`src/rtl/mix_columns_serial.sv`:
```
// Forward AES MixColumns, one 32-bit column per cycle through a single shared
// column multiplier; bypass passes columns through unchanged for the final round.
module mix_columns_serial (
  input  logic         clk,
  input  logic         reset_n,
  input  logic         start,
  input  logic         bypass,
  input  logic [127:0] in,
  output logic [127:0] out,
  output logic         busy,
  output logic         done
);

  // Handshake: start is sampled on a rising edge only in IDLE or FIN; busy is
  // high for the four column cycles; done pulses for exactly one cycle when out
  // is complete. out is only meaningful while done=1 or while idle.
  typedef enum logic [1:0] {
    IDLE = 2'd0,
    RUN  = 2'd1,
    FIN  = 2'd2
  } state_t;

  state_t       state_q, state_d;
  logic [1:0]   col_q, col_d;
  logic [127:0] src_q, src_d;
  logic         byp_q, byp_d;
  logic [127:0] out_q, out_d;
  logic         busy_q, busy_d;
  logic         done_q, done_d;

  logic [31:0]  col_in;
  logic [31:0]  col_mc;
  logic [31:0]  col_res;

  function automatic logic [7:0] xtime(input logic [7:0] x);
    xtime = {x[6:0], 1'b0} ^ (x[7] ? 8'h1b : 8'h00);
  endfunction

  function automatic logic [31:0] mc_col(input logic [31:0] c);
    logic [7:0] a0, a1, a2, a3;
    logic [7:0] d0, d1, d2, d3;
    a0 = c[31:24];
    a1 = c[23:16];
    a2 = c[15:8];
    a3 = c[7:0];
    d0 = xtime(a0);
    d1 = xtime(a1);
    d2 = xtime(a2);
    d3 = xtime(a3);
    mc_col = {d0 ^ d1 ^ a1 ^ a2 ^ a3,
              a0 ^ d1 ^ d2 ^ a2 ^ a3,
              a0 ^ a1 ^ d2 ^ d3 ^ a3,
              d0 ^ a0 ^ a1 ^ a2 ^ d3};
  endfunction

  // Single multiplier: the active column is steered in by col_q.
  always_comb begin
    col_in = src_q[127:96];
    case (col_q)
      2'd0:    col_in = src_q[127:96];
      2'd1:    col_in = src_q[95:64];
      2'd2:    col_in = src_q[63:32];
      default: col_in = src_q[31:0];
    endcase
  end

  assign col_mc  = mc_col(col_in);
  assign col_res = byp_q ? col_in : col_mc;

  always_comb begin
    state_d = state_q;
    col_d   = col_q;
    src_d   = src_q;
    byp_d   = byp_q;
    out_d   = out_q;
    busy_d  = busy_q;
    done_d  = done_q;
    case (state_q)
      IDLE: begin
        if (start) begin
          src_d   = in;
          byp_d   = bypass;
          col_d   = 2'd0;
          state_d = RUN;
          busy_d  = 1'b1;
        end
      end
      RUN: begin
        case (col_q)
          2'd0:    out_d[127:96] = col_res;
          2'd1:    out_d[95:64]  = col_res;
          2'd2:    out_d[63:32]  = col_res;
          default: out_d[31:0]   = col_res;
        endcase
        col_d = col_q + 2'd1;
        if (col_q == 2'd3) begin
          state_d = FIN;
          busy_d  = 1'b0;
          done_d  = 1'b1;
        end
      end
      FIN: begin
        done_d  = 1'b0;
        state_d = IDLE;
        // Accepting here gives back-to-back blocks every five cycles.
        if (start) begin
          src_d   = in;
          byp_d   = bypass;
          col_d   = 2'd0;
          state_d = RUN;
          busy_d  = 1'b1;
        end
      end
      default: begin
        state_d = IDLE;
        busy_d  = 1'b0;
        done_d  = 1'b0;
        col_d   = 2'd0;
      end
    endcase
  end

  always_ff @(posedge clk or negedge reset_n) begin
    if (!reset_n) begin
      state_q <= IDLE;
      col_q   <= 2'd0;
      src_q   <= 128'h0;
      byp_q   <= 1'b0;
      out_q   <= 128'h0;
      busy_q  <= 1'b0;
      done_q  <= 1'b0;
    end else begin
      state_q <= state_d;
      col_q   <= col_d;
      src_q   <= src_d;
      byp_q   <= byp_d;
      out_q   <= out_d;
      busy_q  <= busy_d;
      done_q  <= done_d;
    end
  end

  assign out  = out_q;
  assign busy = busy_q;
  assign done = done_q;

endmodule

```
`config.mk`:
```
export PLATFORM = sky130hd
export DESIGN_NAME = mix_columns_serial
export DESIGN_NICKNAME = d
export VERILOG_FILES = /design/src/rtl/mix_columns_serial.sv
export SDC_FILE = /design/constraint.sdc
export NUM_CORES = 1
export LEC_CHECK = 0
export ABC_AREA = 1
export CORE_MARGIN = 2
export CORE_UTILIZATION = 50
export DETAILED_ROUTE_END_ITERATION = 10
export PLACE_DENSITY_LB_ADDON = 0.25
export SLEW_MARGIN = 40
export SYNTH_ARGS = -nofsm -noshare
export SYNTH_HDL_FRONTEND = slang
export SYNTH_SLANG_ARGS = --single-unit
export TNS_END_PERCENT = 1
```
`constraint.sdc`:
```
create_clock -name clk -period 4.9 [get_ports clk]
set_clock_uncertainty 0.2 [all_clocks]
set_input_delay 1.47 -clock clk [delete_from_list [all_inputs] [get_ports clk]]
set_output_delay 1.47 -clock clk [all_outputs]
set_load 0.02 [all_outputs]
```
=== Yosys cells after proc, flatten, opt, wreduce, memory -nomap -nowiden ===
Index checks and enable logic that the tools add are counted.
Widths: inputs -> output; s select.

* Bits in read-only memories: 0
* Bits in latches: 0
* Output and inout port bits: 130
* Memory bits (writable): 0
* Bits in registers: 263
* Logic and storage cells: 70
* Bits of input ports: 132
* Memories kept: 0

* Divide/modulo/power cells: 0
* Magnitude comparators: 0
* Mux-type cells: 17
* Shift operators: 0
* $mul: 0
* Equality and inequality tests: 8
* Bitwise logic cells: 22
* Add/sub/neg operators: 1
* Reductions and logical operators: 12

{| class="wikitable"
|+ Operators by type and width
! operator !! number
|-
| $xor 8x8->8 || 16
|-
| $pmux 32 s3 || 1
|-
| $mux 32 || 1
|-
| $xor 8x5->8 || 4
|-
| $mux 5 || 4
|-
| $reduce_and 2->1 || 8
|-
| $eq 2x2->1 const B || 3
|-
| $mux 2 || 3
|-
| $pmux 2 s3 || 1
|-
| $eq 2x1->1 const B || 2
|-
| $logic_not 2->1 || 2
|-
| $mux 1 || 4
|-
| $ne 2x2->1 const B || 2
|-
| $pmux 1 s2 || 2
|-
| $pmux 2 s2 || 1
|-
| $reduce_or 3->1 || 1
|-
| $add 2x1->2 const B || 1
|-
| $ne 2x1->1 const B || 1
|-
| $not 1->1 || 2
|-
| $reduce_or 2->1 || 1
|}

=== Depth between registers and ports, before layout ===
* Word-level depth: 9
* Mapped depth: 19
* Gate-level depth less buffers: 17

=== Least setup slack after synthesis ===
Ideal clock, no wire load.

* Path type: input to register
* Start point: in start
* End point: reg src_q[37]
* Arrival time: 2.521 ns
* Path slack: 2.046 ns
* Stages on the path: 5
* Library setup time: 0.133 ns
* Cells stage by stage: nand2_1 > clkbuf_1 > buf_2 > buf_1 > a21oi_1

* Word-level cells in the longest chain between the ends: 1

{| class="wikitable"
|+ Ends and longest elaborated chain
! item !! line !! text
|-
| start, declared || 6 || <nowiki>input logic start,</nowiki>
|-
| $reduce_and 2->1 (no line) || n/a ||
|-
| end signal, assigned || 135 || <nowiki>src_q <= src_d;</nowiki>
|-
| end, declared || 25 || <nowiki>logic [127:0] src_q, src_d;</nowiki>
|}

No other way between the ends.
A chain may end at the register's enable or synchronous reset.

=== Worst setup path after layout ===
* Start point: reg col_q[0]
* End point: reg out_q[59] (netlist: out[59])

* Word-level cells in the longest chain between the ends: 9
* Elaborated cells between the ends (all ways): 14
* Classes of those cells: 2 x eq/ne; 4 x mux; 6 x bitwise; 2 x reduce/logical

{| class="wikitable"
|+ Ends and longest elaborated chain
! item !! line !! text
|-
| start, declared || 24 || <nowiki>logic [1:0] col_q, col_d;</nowiki>
|-
| start signal, assigned || 134 || <nowiki>col_q <= col_d;</nowiki>
|-
| $eq 2x2->1, or another cell as far along || 59, 89 ||
|-
| $pmux 32 s3 || 59 || <nowiki>case (col_q)</nowiki>
|-
| $mux 5 || 36 || <nowiki>xtime = {x[6:0], 1'b0} ^ (x[7] ? 8'h1b : 8'h00);</nowiki>
|-
| $xor 8x5->8 || 36 ||
|-
| $xor 8x8->8 (4 in a row) || 50 || <nowiki>mc_col = {d0 ^ d1 ^ a1 ^ a2 ^ a3,</nowiki>
|-
| $mux 32 || 68 || <nowiki>assign col_res = byp_q ? col_in : col_mc;</nowiki>
|-
| end signal, assigned || 137 || <nowiki>out_q <= out_d;</nowiki>
|-
| end, declared || 27 || <nowiki>logic [127:0] out_q, out_d;</nowiki>
|}

Parallel ways exist; a longest one is shown, timed or not.

==> out/summary.txt <==
status: finished, final reports clean
R2R depth: 15
io pins: 262
Die X: 168.0 µm
Buf/Inv on CP: 3
drt pass-1 iters: 5
Hold Path Class: reg2reg
Final Critical Period: 3.361 ns
Starting Density: 50.44%
Reg clk slew, reported paths: 0.06 ns
# H-tree levels: 1
number of CTS-inserted buffers: 27
total core area: 26,650 µm²
DRT antenna net count: 0
WP data arrival: 3.63 ns
root buffer cell: clkbuf_16
cell count after synthesis: 1,694
Hold Crit Depth: 1
aggregate global-route resource usage: 27.65%
largest net degree at the start of global routing: 104
CP cell instances: ha_1 -> inv_2 -> buf_4 -> nand2_1 -> o21bai_2 -> nand2_1 -> nand2_1 -> nand2_1 -> nand2_1 -> inv_2 -> nand2_1 -> nand3_1 -> nand2_1 -> nand2_1 -> nand2_1
Top Family by Delay on Critical Path: simple AND/OR/NAND/NOR gates
Mean Syn Cell Area: 7.935 µm²
fmax: 297.5 MHz
Stages on worst setup path: 15
antenna diode count: 0
most frequent cells in the layout: 827 x nand2_1, 263 x dfrtp_1, 260 x clkdlybuf4s50_1
crit end category: flip-flop
IO buf count: 261
Required @ worst endpoint: 5.17 ns
Metal-1 WL: 16,800 µm
Hold Violations, Final: 0
DPL Wire Length: 28,160 µm
most common cell after layout, fill and taps aside: nand2_1
wire length per cell: 16.88 µm
Max Used Layer: met4
global route overflow: 0
RePlAce Congestion: 0.9062
Multi-input gate area: 6292 µm²
initial drt markers: 1,265
worst skew pair latency: 0.53 ns
Syn-to-layout area delta: 28.11%
endpoints failing setup: 0
Post-Syn Nets: 1,831
r2r setup slk: 1.54 ns
Clock Path Buffers: 3
Max-Cap Viols: 0
global-route wire length before repair: 62,160 µm
Pins Over Slew Limit: 0
crit-path max cell delay: 0.51 ns
hold buffers post-CTS: 0
relative max-transition margin: 46.10%
fillcell total: 2,226
total wire length: 38,750 µm
# clock sinks: 263
fraction of layout cells with a size suffix above 1: 11.72%
final period utilization: 68.60%
vias in the first global route: 11,821
Vias/cell: 5.354
final net count: 2,074
synth unique cells: 31
wire length on met3: 3123 µm
sequential share of the synthesized area: 48.96%
vias post-DR: 12,288
crit start category: flip-flop
initial antenna violation count: 0
Fin Setup TNS: 0 ns
postcts setup bufs: 0
Reg area: 6581 µm²
# rows: 60
critical-path cell with the highest stage delay: o21bai_2
Ys Warns: 0
DRC Markers: 0
TritonCTS clock tree: yes
DIE AREA: 28,210 µm²
Die Span Y: 168.0 µm
post_cts resized: 0
mapped cell area: 13,440 µm²
crit-path max FO: 31
DR WL met2: 17,780 µm
Crit path top cell by count: nand2_1
RSZ-0062 raised after global routing: no
Tightest Pin Transition: 0.8085 ns
Yosys reg bits: 263
CP Class: reg2reg
==> through the flow <==
step / area, µm² / util, % / hold slack (ns) / setup slack (ns) / cells
after detailed placement: 16370 / 61.41 / 0.2617 / 1.283 / 2248
after global placement: 16360 / 61.39 / 0.2512 / 1.315 / 2248
after floorplan: 13440 / - / 0.2430 / 2.046 / 1694
after global routing: 17220 / 64.62 / 0.2959 / 1.265 / 2295
final: 17220 / 64.62 / 0.2759 / 1.539 / 2295
after CTS: 17190 / 64.51 / 0.2740 / 1.601 / 2294
==> layout make-up <==
cell class	count	share of cell area (%)
tap	341	2.478
sequential	263	38.22
inverter	70	1.526
multi-input combinational	1295	36.54
timing repair buffer	280	16.44
clock buffer	44	4.701
clock inverter	2	0.1017
==> cells in the mapped netlist <==
| cell type | number | area [µm²] |
|---|---|---|
| buf_4 | 4 | 30.03 |
| nand4_1 | 1 | 6.260 |
| o21bai_2 | 16 | 180.2 |
| o21a_1 | 1 | 7.510 |
| xor2_1 | 1 | 8.760 |
| o21ai_1 | 7 | 35.03 |
| a21oi_2 | 2 | 17.52 |
| o22ai_2 | 2 | 25.02 |
| buf_6 | 5 | 56.30 |
| clkinv_1 | 2 | 7.510 |
| o21ai_0 | 10 | 50.05 |
| xnor2_1 | 5 | 43.79 |
| buf_1 | 18 | 67.56 |
| nor2_4 | 1 | 11.26 |
| dfrtp_1 | 263 | 6581 |
| buf_2 | 17 | 85.08 |
| nor2_1 | 73 | 274.0 |
| nand3_1 | 176 | 880.8 |
| o22ai_1 | 1 | 6.260 |
| nand3b_1 | 2 | 15.01 |
| mux2_2 | 108 | 1216 |
| inv_1 | 61 | 229.0 |
| inv_2 | 7 | 26.28 |
| o21bai_1 | 3 | 22.52 |
| nand2_2 | 3 | 18.77 |
| nor2_2 | 26 | 162.7 |
| ha_1 | 5 | 62.56 |
| nand2_1 | 828 | 3108 |
| clkbuf_1 | 22 | 82.58 |
| o21ai_2 | 1 | 8.760 |
| a21oi_1 | 23 | 115.1 |
==> sequential cells by signal, indices dropped and copies added (netlist names) <==
signal and flops:
byp_q 1, col_q 2, out 128, busy 1
done 1, src_q 128, state_q 2
==> routing by layer <==
layer,vias to the layer above,GRT usage (%)
met5,-,0
met4,0,7.826
met2,550,44.61
li1,5857,-
met3,85,4.325
met1,5796,39.02
==> cells by family (layout without fill, tap and decap cells) <==
family,after synthesis,in the layout,synth area share [%]
multiplexers,108,108,9.048
adder cells (fa/ha/maj),5,5,0.4654
XOR/XNOR,6,6,0.3909
buffers and inverters,136,396,4.347
AND/OR/NAND/NOR,1110,1110,33.31
AO/OA/AOI/OAI,66,66,3.481
flip-flops,263,263,48.96
==> worst paths after layout <==
| check | end | start |
|---|---|---|
| min in group asynchronous | out[117] | reset_n |
| worst min-delay path | done | state_q[1] |
| worst max register to register | out[59] | col_q[0] |
| worst max-delay path | out[59] | col_q[0] |
| max in group asynchronous | src_q[68] | reset_n |
| worst min register to register | done | state_q[1] |
Power is left out: the tool's default activity adds up to more than one toggle a clock period on the data nets, which glitch-free logic cannot reach.
